`config.mk`:
```
export PLATFORM = sky130hd
export DESIGN_NAME = imem_loader
export DESIGN_NICKNAME = d
export VERILOG_FILES = /design/src/rtl/imem_loader_pkg.sv /design/src/rtl/byte_packer.sv /design/src/rtl/imem_loader.sv
export SDC_FILE = /design/constraint.sdc
export NUM_CORES = 1
export LEC_CHECK = 0
export CORE_ASPECT_RATIO = 2
export CORE_MARGIN = 2
export CORE_UTILIZATION = 38
export CTS_BUF_LIST = sky130_fd_sc_hd__clkbuf_4
export DETAILED_ROUTE_END_ITERATION = 8
export REMOVE_ABC_BUFFERS = 1
export SYNTH_ARGS = -nofsm -noshare
export SYNTH_HDL_FRONTEND = slang
export SYNTH_HIERARCHICAL = 1
export SYNTH_SLANG_ARGS = --single-unit
```
`constraint.sdc`:
```
create_clock -name clk -period 3.4 [get_ports clk]
set_clock_uncertainty 0.15 [all_clocks]
set_input_delay 0.68 -clock clk [delete_from_list [all_inputs] [get_ports clk]]
set_output_delay 0.68 -clock clk [all_outputs]
set_load 0.1 [all_outputs]
```
`src/rtl/imem_loader_pkg.sv`:
```
// Shared definitions for the instruction-memory boot loader:
// FSM state encoding and framing constants.
package imem_loader_pkg;

    typedef enum logic [2:0] {
        S_IDLE,
        S_LEN_HI,
        S_LEN_LO,
        S_DATA,
        S_WRITE,
        S_CSUM,
        S_DONE,
        S_ERR
    } state_t;

    localparam logic [7:0] SYNC_BYTE  = 8'hA5;
    localparam int         WORD_BYTES = 4;

endpackage

```
`src/rtl/byte_packer.sv`:
```
// MSB-first byte-to-word shift register; word_valid flags the byte that
// completes a 32-bit word (combinational, same cycle as the shift).
module byte_packer
    import imem_loader_pkg::*;
(
    input  logic        clk,
    input  logic        reset,
    input  logic        clear,
    input  logic        shift,
    input  logic [7:0]  in_data,
    output logic [31:0] word,
    output logic        word_valid
);

    localparam int CNT_W = $clog2(WORD_BYTES);

    logic [CNT_W-1:0] count;

    assign word_valid = shift && (count == CNT_W'(WORD_BYTES - 1));

    // NOTE: sequential state uses non-blocking assignments so every register
    // samples pre-edge values regardless of statement order.
    always_ff @(posedge clk or negedge reset) begin
        if (!reset) begin
            word  <= '0;
            count <= '0;
        end else if (clear) begin
            count <= '0;
        end else if (shift) begin
            word  <= {word[23:0], in_data};
            count <= word_valid ? '0 : count + CNT_W'(1);
        end
    end

endmodule

```
`src/rtl/imem_loader.sv`:
```
// Boot-time instruction memory writer: parses framed byte stream, writes
// packed words at consecutive addresses, releases cpu_hold on a good checksum.
module imem_loader
    import imem_loader_pkg::*;
#(
    parameter int ADDR_W     = 8,
    parameter int START_ADDR = 0
) (
    input  logic              clk,
    input  logic              reset,
    input  logic [7:0]        in_data,
    input  logic              in_valid,
    output logic              in_ready,
    output logic              imem_we,
    output logic [ADDR_W-1:0] imem_addr,
    output logic [31:0]       imem_wdata,
    output logic              cpu_hold,
    output logic              done,
    output logic              error
);

    localparam logic [31:0] CAPACITY = (32'd1 << ADDR_W) - 32'(START_ADDR);

    state_t      state, next_state;
    logic        accept;
    logic        sync_state;
    logic        sync_hit;
    logic [7:0]  len_hi;
    logic [15:0] len_full;
    logic        len_overflow;
    logic [15:0] word_cnt;
    logic [7:0]  csum_acc;
    logic        word_valid;
    logic [31:0] packed_word;

    assign in_ready     = (state != S_WRITE);
    assign imem_we      = (state == S_WRITE);
    assign imem_wdata   = packed_word;
    assign accept       = in_valid && in_ready;
    assign sync_state   = (state == S_IDLE) || (state == S_DONE) || (state == S_ERR);
    assign sync_hit     = accept && sync_state && (in_data == SYNC_BYTE);
    assign len_full     = {len_hi, in_data};
    assign len_overflow = 32'(len_full) > CAPACITY;

    byte_packer u_packer (
        .clk        (clk),
        .reset      (reset),
        .clear      (sync_hit),
        .shift      (accept && (state == S_DATA)),
        .in_data    (in_data),
        .word       (packed_word),
        .word_valid (word_valid)
    );

    always_ff @(posedge clk or negedge reset) begin
        if (!reset) state <= S_IDLE;
        else        state <= next_state;
    end

    // NOTE: next_state gets a default before the case so no path leaves it
    // unassigned, which would otherwise infer a latch.
    always_comb begin
        next_state = state;
        case (state)
            S_IDLE, S_DONE, S_ERR: if (sync_hit) next_state = S_LEN_HI;
            S_LEN_HI:              if (accept) next_state = S_LEN_LO;
            S_LEN_LO: begin
                if (accept) begin
                    if (len_overflow)        next_state = S_ERR;
                    else if (len_full == 0)  next_state = S_CSUM;
                    else                     next_state = S_DATA;
                end
            end
            S_DATA:  if (word_valid) next_state = S_WRITE;
            // word_cnt still holds the pre-decrement count here
            S_WRITE: next_state = (word_cnt == 16'd1) ? S_CSUM : S_DATA;
            S_CSUM: begin
                if (accept) next_state = (in_data == csum_acc) ? S_DONE : S_ERR;
            end
            default: next_state = S_IDLE;
        endcase
    end

    always_ff @(posedge clk or negedge reset) begin
        if (!reset) begin
            len_hi    <= '0;
            word_cnt  <= '0;
            csum_acc  <= '0;
            imem_addr <= ADDR_W'(START_ADDR);
            cpu_hold  <= 1'b1;
            done      <= 1'b0;
            error     <= 1'b0;
        end else begin
            if (sync_hit) begin
                csum_acc  <= '0;
                imem_addr <= ADDR_W'(START_ADDR);
                cpu_hold  <= 1'b1;
                done      <= 1'b0;
                error     <= 1'b0;
            end else if (accept && (state == S_LEN_HI || state == S_LEN_LO || state == S_DATA)) begin
                csum_acc <= csum_acc ^ in_data;
            end

            if (accept && state == S_LEN_HI) len_hi <= in_data;

            if (accept && state == S_LEN_LO) begin
                word_cnt <= len_full;
                if (len_overflow) error <= 1'b1;
            end

            if (state == S_WRITE) begin
                imem_addr <= imem_addr + ADDR_W'(1);
                word_cnt  <= word_cnt - 16'd1;
            end

            if (accept && state == S_CSUM) begin
                if (in_data == csum_acc) begin
                    done     <= 1'b1;
                    cpu_hold <= 1'b0;
                end else begin
                    error <= 1'b1;
                end
            end
        end
    end

endmodule
```
==> results.py, run 1 <==
metrics = {
    "sta": {
        "max_slew_margin_pct": 32.19,
        "min_period_over_period_pct": 84.72,
        "final_max_slew_viol_count": 0,
        "fmaxAchievable_mhz": 347.2,
        "period_minus_slack_ns": 2.880,
        "setup_violations": 0,
        "worst_pin_slew_ns": 1.017,
        "rsz0062_at_grt": "no",
        "hold_viol_final": 0,
    },
    "placement": {
        "portBuffers": 55,
        "gp_routability_congestion": 0.8086,
        "dpl-instance-area_sq_um": 4667,
        "dp_hpwl_um": 6196,
    },
    "synthesis": {
        "postSynth.asyncResetShare_pct": 100.0,
        "syn_inst": 354,
        "yosysTopAreaCellShare_pct": 49.48,
        "synth_area_leaders": "dfrtp_1 49%, mux2_4 11%, xor2_1 3.5%, nor2_1 3.5%, nand2_1 3.2%",
        "ys_types": 55,
        "yosysSeqAreaShare_pct": 50.14,
        "synth_seq_cells": 80,
        "synth-edff-count": 0,
        "yosys_most_used_dff": "dfrtp_1",
        "syn_area_per_cell_sq_um": 11.29,
        "synth_largest_area_cell": "dfrtp_1",
        "yosys_warnings": 6,
        "syn_area_sq_um": 3995,
    },
    "detailed_routing": {
        "via_per_inst": 5.229,
        "drc": 0,
        "drt_iter0_drc": 202,
        "antenna_left": 0,
        "wl_per_cell_um": 15.51,
        "wl_um": 8796,
        "dr.pass1.iters": 4,
        "vias": 2965,
    },
    "clock_tree": {
        "clk_path_buf_depth": 2,
        "clock_sinks": 80,
        "cts_tree": "built",
        "cts_resized": 0,
        "cts_buffers": 9,
        "clock_latency_ns": 0.43,
        "ctsHoldBuffers": 0,
        "clkTransAtPathRegs_ns": 0.14,
        "htree_levels": 3,
        "postCtsSetupBuffers": 0,
        "clock-root-buffer": "clkbuf_4",
    },
    "floorplan": {
        "core-area_sq_um": 10340,
        "num_io_pins": 56,
        "start_util_pct": 38.62,
        "dieArea_sq_um": 11400,
        "rows": 53,
        "dieWidth_um": 76.51,
        "fp.dieH_um": 149.0,
    },
    "finish": {
        "diodes": 0,
        "drive_gt1_share_pct": 30.70,
        "mostFrequentLayoutCells": "79 x dfrtp_1, 65 x buf_4, 37 x nor2_1",
        "fin_nets": 440,
        "mostFrequentLayoutCell": "dfrtp_1",
        "area_delta_synth_final_pct": 19.89,
        "stdcell_area_sq_um": 4790,
    },
    "global_route": {
        "top_usage_layer": "met2",
        "antenna_found_initial": 0,
        "grt_max_degree": 81,
        "grt_pass1_vias": 2912,
        "grtUsageMet3_pct": 2.421,
        "grt_first_pass_wirelength_um": 15030,
        "use_met1_pct": 23.16,
        "gr-total-overflow": 0,
        "grt_util_all_layers_pct": 16.47,
        "met2_usage_pct": 25.44,
    },
    "worst_setup_path": {
        "cpMostUsedCell": "or4_1",
        "critPathSlowestCell": "or4_1",
        "crit_arrival_ns": 3.06,
        "required_ns": 3.58,
        "endpoint_kind": "register",
        "crit_chain": "clkdlybuf4s50_1, or4_1, or4_1, nor2_1, nor2b_4, buf_12, mux2_4",
        "cp-start-kind": "primary input",
        "cp_max_fo": 24,
        "reg2reg_to": "word_cnt[15]$_DFFE_PN0P_",
        "r2r_setup_slack_ns": 0.67,
        "rr_worst_depth": 5,
        "worstSetupPathType": "primary input to register",
        "slowest_delay_ns": 0.55,
        "r2r_start": "word_cnt[6]$_DFFE_PN0P_",
    },
    "status": {
        "status": "finished, final reports clean",
    },
    "worst_hold_path": {
        "min_path_type": "primary input to asynchronous set/reset pin",
    },
    "job": {
        "maxCapViolCount": 0,
    },
}
## worst max-delay path by stage
stage               cells past startpoint            startpoint                       endpoint
floorplan                               6  state[2]$_DFFE_PN0P_       word_cnt[14]$_DFFE_PN0P_
global placement                        7            in_data[3]  u_packer/word[12]$_DFFE_PN0P_
detailed placement                      7            in_data[3]   u_packer/word[9]$_DFFE_PN0P_
CTS                                     7            in_data[3]  u_packer/word[21]$_DFFE_PN0P_
global route                            7            in_data[3]  u_packer/word[21]$_DFFE_PN0P_
finish                                  7            in_data[3]   u_packer/word[7]$_DFFE_PN0P_
## per-layer routing
layer / vias up / routed length, um
met5: - / 0
li1: 1412 / -
met4: 0 / 220
met3: 13 / 314
met1: 1465 / 4091
met2: 75 / 4170
## per-stage QoR
step / setup WS [ns] / util (%) / std cells / TNS, ns / hold slack, ns
floorplan: -0.04620 / - / 338 / -0.08303 / 0.2344
global placement: 0.08553 / 45.11 / 551 / 0 / 0.3236
detailed placement: 0.05326 / 45.11 / 551 / 0 / 0.3294
CTS: 0.5401 / 46.30 / 567 / 0 / 0.2787
global route: 0.5017 / 46.30 / 567 / 0 / 0.3311
finish: 0.5195 / 46.30 / 567 / 0 / 0.2277
## kinds of logic (layout without fill, tap and decap cells)
logic type	count (synthesis)	count (layout)	share of synthesized area [%]
and+or+nand+nor	128	128	16.38
AOI/OAI and AO/OA	62	62	10.77
adders and majority gates	4	4	1.253
muxes	41	41	14.34
DFF	80	80	50.14
buffers and inverters	23	99	3.601
xor gates and xnor gates	16	16	3.508
## final cells by class
type                    instances  area (sq um)
repair buffers                 76         618.1
multi-input cells             251          1848
well taps                     137         171.4
flip-flops and latches         80          2003
inverters                       7         26.28
clock inverters                 7         55.05
clock buffers                   9         67.56
fillers                      1015          5555
## cells in the mapped netlist (2+ instances only)
| cell type | count |
|---|---|
| nand4_1 | 4 |
| nor4_1 | 3 |
| nand3b_1 | 2 |
| and2_1 | 2 |
| a211oi_1 | 7 |
| nand2_1 | 34 |
| and3_1 | 2 |
| buf_12 | 3 |
| o211ai_1 | 5 |
| or4_4 | 2 |
| nand2b_1 | 4 |
| nor2_1 | 37 |
| or4_1 | 6 |
| nand3_1 | 7 |
| or3_1 | 5 |
| or3b_2 | 2 |
| a221o_1 | 2 |
| nor2b_1 | 4 |
| mux2_2 | 10 |
| nor4b_1 | 2 |
| inv_1 | 6 |
| a21oi_1 | 9 |
| mux2_4 | 30 |
| ha_1 | 4 |
| nor3_1 | 7 |
| dfrtp_1 | 79 |
| o21bai_1 | 3 |
| clkbuf_1 | 10 |
| o221a_2 | 2 |
| o21ai_0 | 17 |
| o311ai_0 | 3 |
| a311oi_1 | 3 |
| xor2_1 | 16 |
## critical path, delay by kind of cell
| kind | cells | cell delay (ns) |
|---|---|---|
| simple gates | 4 | 1.43 |
| mux | 1 | 0.31 |
| buf+inv | 2 | 0.64 |
## state kept, by name, summed over array words and instances (netlist names), 2 cells and up
signal,count
u_packer/word,32
word_cnt,16
csum_acc,8
imem_addr,8
len_hi,8
state,3
u_packer/count,2
Power of run 1 is not shown: default switching activity piles up to over one toggle a cycle in this logic, so the estimate is an artifact.
==> run 2, diff against run 1 <==
clock period = 2.5 ns   (was 3.4 ns; I/O delays follow)
==> run 2 against run 1 <==
The flow now finishes with violations (setup timing). Worst hold slack improved by 0.13 ns. Critical path depth fell by 2. Wire length rose by 3.6%. Register-to-register slack got worse by 0.76 ns. Non-clock buffer count rose by 27. Critical path type is now register to register. Largest cell class unchanged.
==> results.py, run 2 (synthesized netlist as in run 1, its figures left out) <==
metrics = {
    "job": {
        "maxCapViolCount": 0,
    },
    "sta": {
        "hold_viol_final": 0,
        "max_slew_margin_pct": 66.27,
        "layout_setup_ws_ns": -0.09450,
        "setup_violations": 1,
        "worst_pin_slew_ns": 0.5059,
        "fmaxAchievable_mhz": 385.4,
        "period_minus_slack_ns": 2.594,
        "min_period_over_period_pct": 103.8,
        "rsz0062_at_grt": "yes",
        "final_max_slew_viol_count": 0,
    },
    "detailed_routing": {
        "wl_um": 9116,
        "vias": 2998,
        "drc": 0,
        "dr.pass1.iters": 4,
        "drt_iter0_drc": 94,
        "via_per_inst": 5.047,
        "wl_per_cell_um": 15.35,
        "antenna_left": 0,
    },
    "worst_setup_path": {
        "path_delay_family": "simple AND/OR/NAND/NOR gates",
        "worstSetupPathType": "register to register",
        "slowest_delay_ns": 0.56,
        "endpoint_kind": "register",
        "cpMostUsedCell": "or4_4",
        "crit_arrival_ns": 2.82,
        "cp_max_fo": 4,
        "cp-start-kind": "register",
        "required_ns": 2.72,
        "crit_buf_inv": 0,
        "crit_chain": "or4_4, or4_4, or4_4, or3_1, nand3_1",
        "critPathSlowestCell": "or4_4",
    },
    "clock_tree": {
        "clk_path_buf_depth": 2,
        "cts_buffers": 9,
        "cts_tree": "built",
        "clkTransAtPathRegs_ns": 0.14,
        "htree_levels": 3,
        "clock_latency_ns": 0.44,
        "clock-root-buffer": "clkbuf_4",
        "clock_sinks": 80,
    },
    "global_route": {
        "antenna_found_initial": 0,
        "top_usage_layer": "met2",
        "met2_usage_pct": 26.42,
        "grtUsageMet3_pct": 3.814,
        "grt_pass1_vias": 2992,
        "grt_max_degree": 39,
        "use_met1_pct": 22.51,
        "grt_first_pass_wirelength_um": 15190,
        "grt_util_all_layers_pct": 16.75,
        "gr-total-overflow": 0,
    },
    "floorplan": {
        "dieArea_sq_um": 11400,
        "rows": 53,
        "num_io_pins": 56,
        "dieWidth_um": 76.51,
        "start_util_pct": 38.62,
        "core-area_sq_um": 10340,
        "fp.dieH_um": 149.0,
    },
    "finish": {
        "largest_reg_flops": 32,
        "diodes": 0,
        "mostFrequentLayoutCell": "buf_4",
        "regMostFlops": "u_packer/word",
        "area_delta_synth_final_pct": 27.03,
        "largest_registers": "u_packer/word x32, word_cnt x16",
        "drive_gt1_share_pct": 36.11,
        "stdcell_area_sq_um": 5075,
        "fin_nets": 467,
        "mostFrequentLayoutCells": "88 x buf_4, 79 x dfrtp_1, 35 x nor2_1",
        "fin_util_pct": 49.06,
    },
    "placement": {
        "dpl-instance-area_sq_um": 4880,
        "portBuffers": 55,
        "gp_routability_congestion": 0.8154,
        "dp_hpwl_um": 6664,
    },
    "status": {
        "status": "complete, but fails checks",
        "violations": "setup timing",
    },
    "worst_hold_path": {
        "min_path_type": "register to register",
    },
}
## run 2: per-layer routing
layer / up-vias / share of wire [%]
met2: 46 / 50
met3: 15 / 2.9
met1: 1473 / 46
met4: 0 / 1.7
met5: - / 0
li1: 1464 / -
## run 2: repair_timing
item,CTS,global route
endpoints found under the setup margin,36,6
hold buffers,1,0
buffers inserted,1,0
gates resized for setup,6,4
endpoints found under the hold margin,35,0
pin swaps,2,0
## run 2: final timing paths
kind,start,to,slack [ns],cells past startpoint
worst max-delay path,word_cnt[6]$_DFFE_PN0P_,word_cnt[15]$_DFFE_PN0P_,-0.09,5
worst min-delay path,done$_DFF_PN0_,done$_DFF_PN0_,0.36,1
worst max register to register,word_cnt[6]$_DFFE_PN0P_,word_cnt[15]$_DFFE_PN0P_,-0.09,5
worst min register to register,done$_DFF_PN0_,done$_DFF_PN0_,0.36,1
max in group asynchronous,reset,u_packer/word[6]$_DFFE_PN0P_,1.21,3
min in group asynchronous,reset,word_cnt[5]$_DFFE_PN0P_,0.41,2
## run 2: through the flow
stage / TNS (ns) / std cells / setup WS [ns] / hold slack [ns]
final: -0.09450 / 594 / -0.09450 / 0.3567
after global routing: -0.2401 / 594 / -0.1379 / 0.3664
after CTS: -0.09211 / 594 / -0.09211 / 0.3538
after detailed placement: -27.54 / 576 / -0.6399 / 0.3302
after global placement: -25.81 / 576 / -0.5940 / 0.3233
after floorplan: -35.95 / 338 / -0.9462 / 0.05441
## run 2: final cells by class
class / instances / area, sq um
flip-flops and latches: 80 / 2003
multi-input cells: 251 / 1874
clock inverters: 7 / 77.57
well taps: 137 / 171.4
clock buffers: 9 / 67.56
inverters: 7 / 28.78
repair buffers: 103 / 852.1
fillers: 1002 / 5270
Power of run 2 is left out for the same reason.
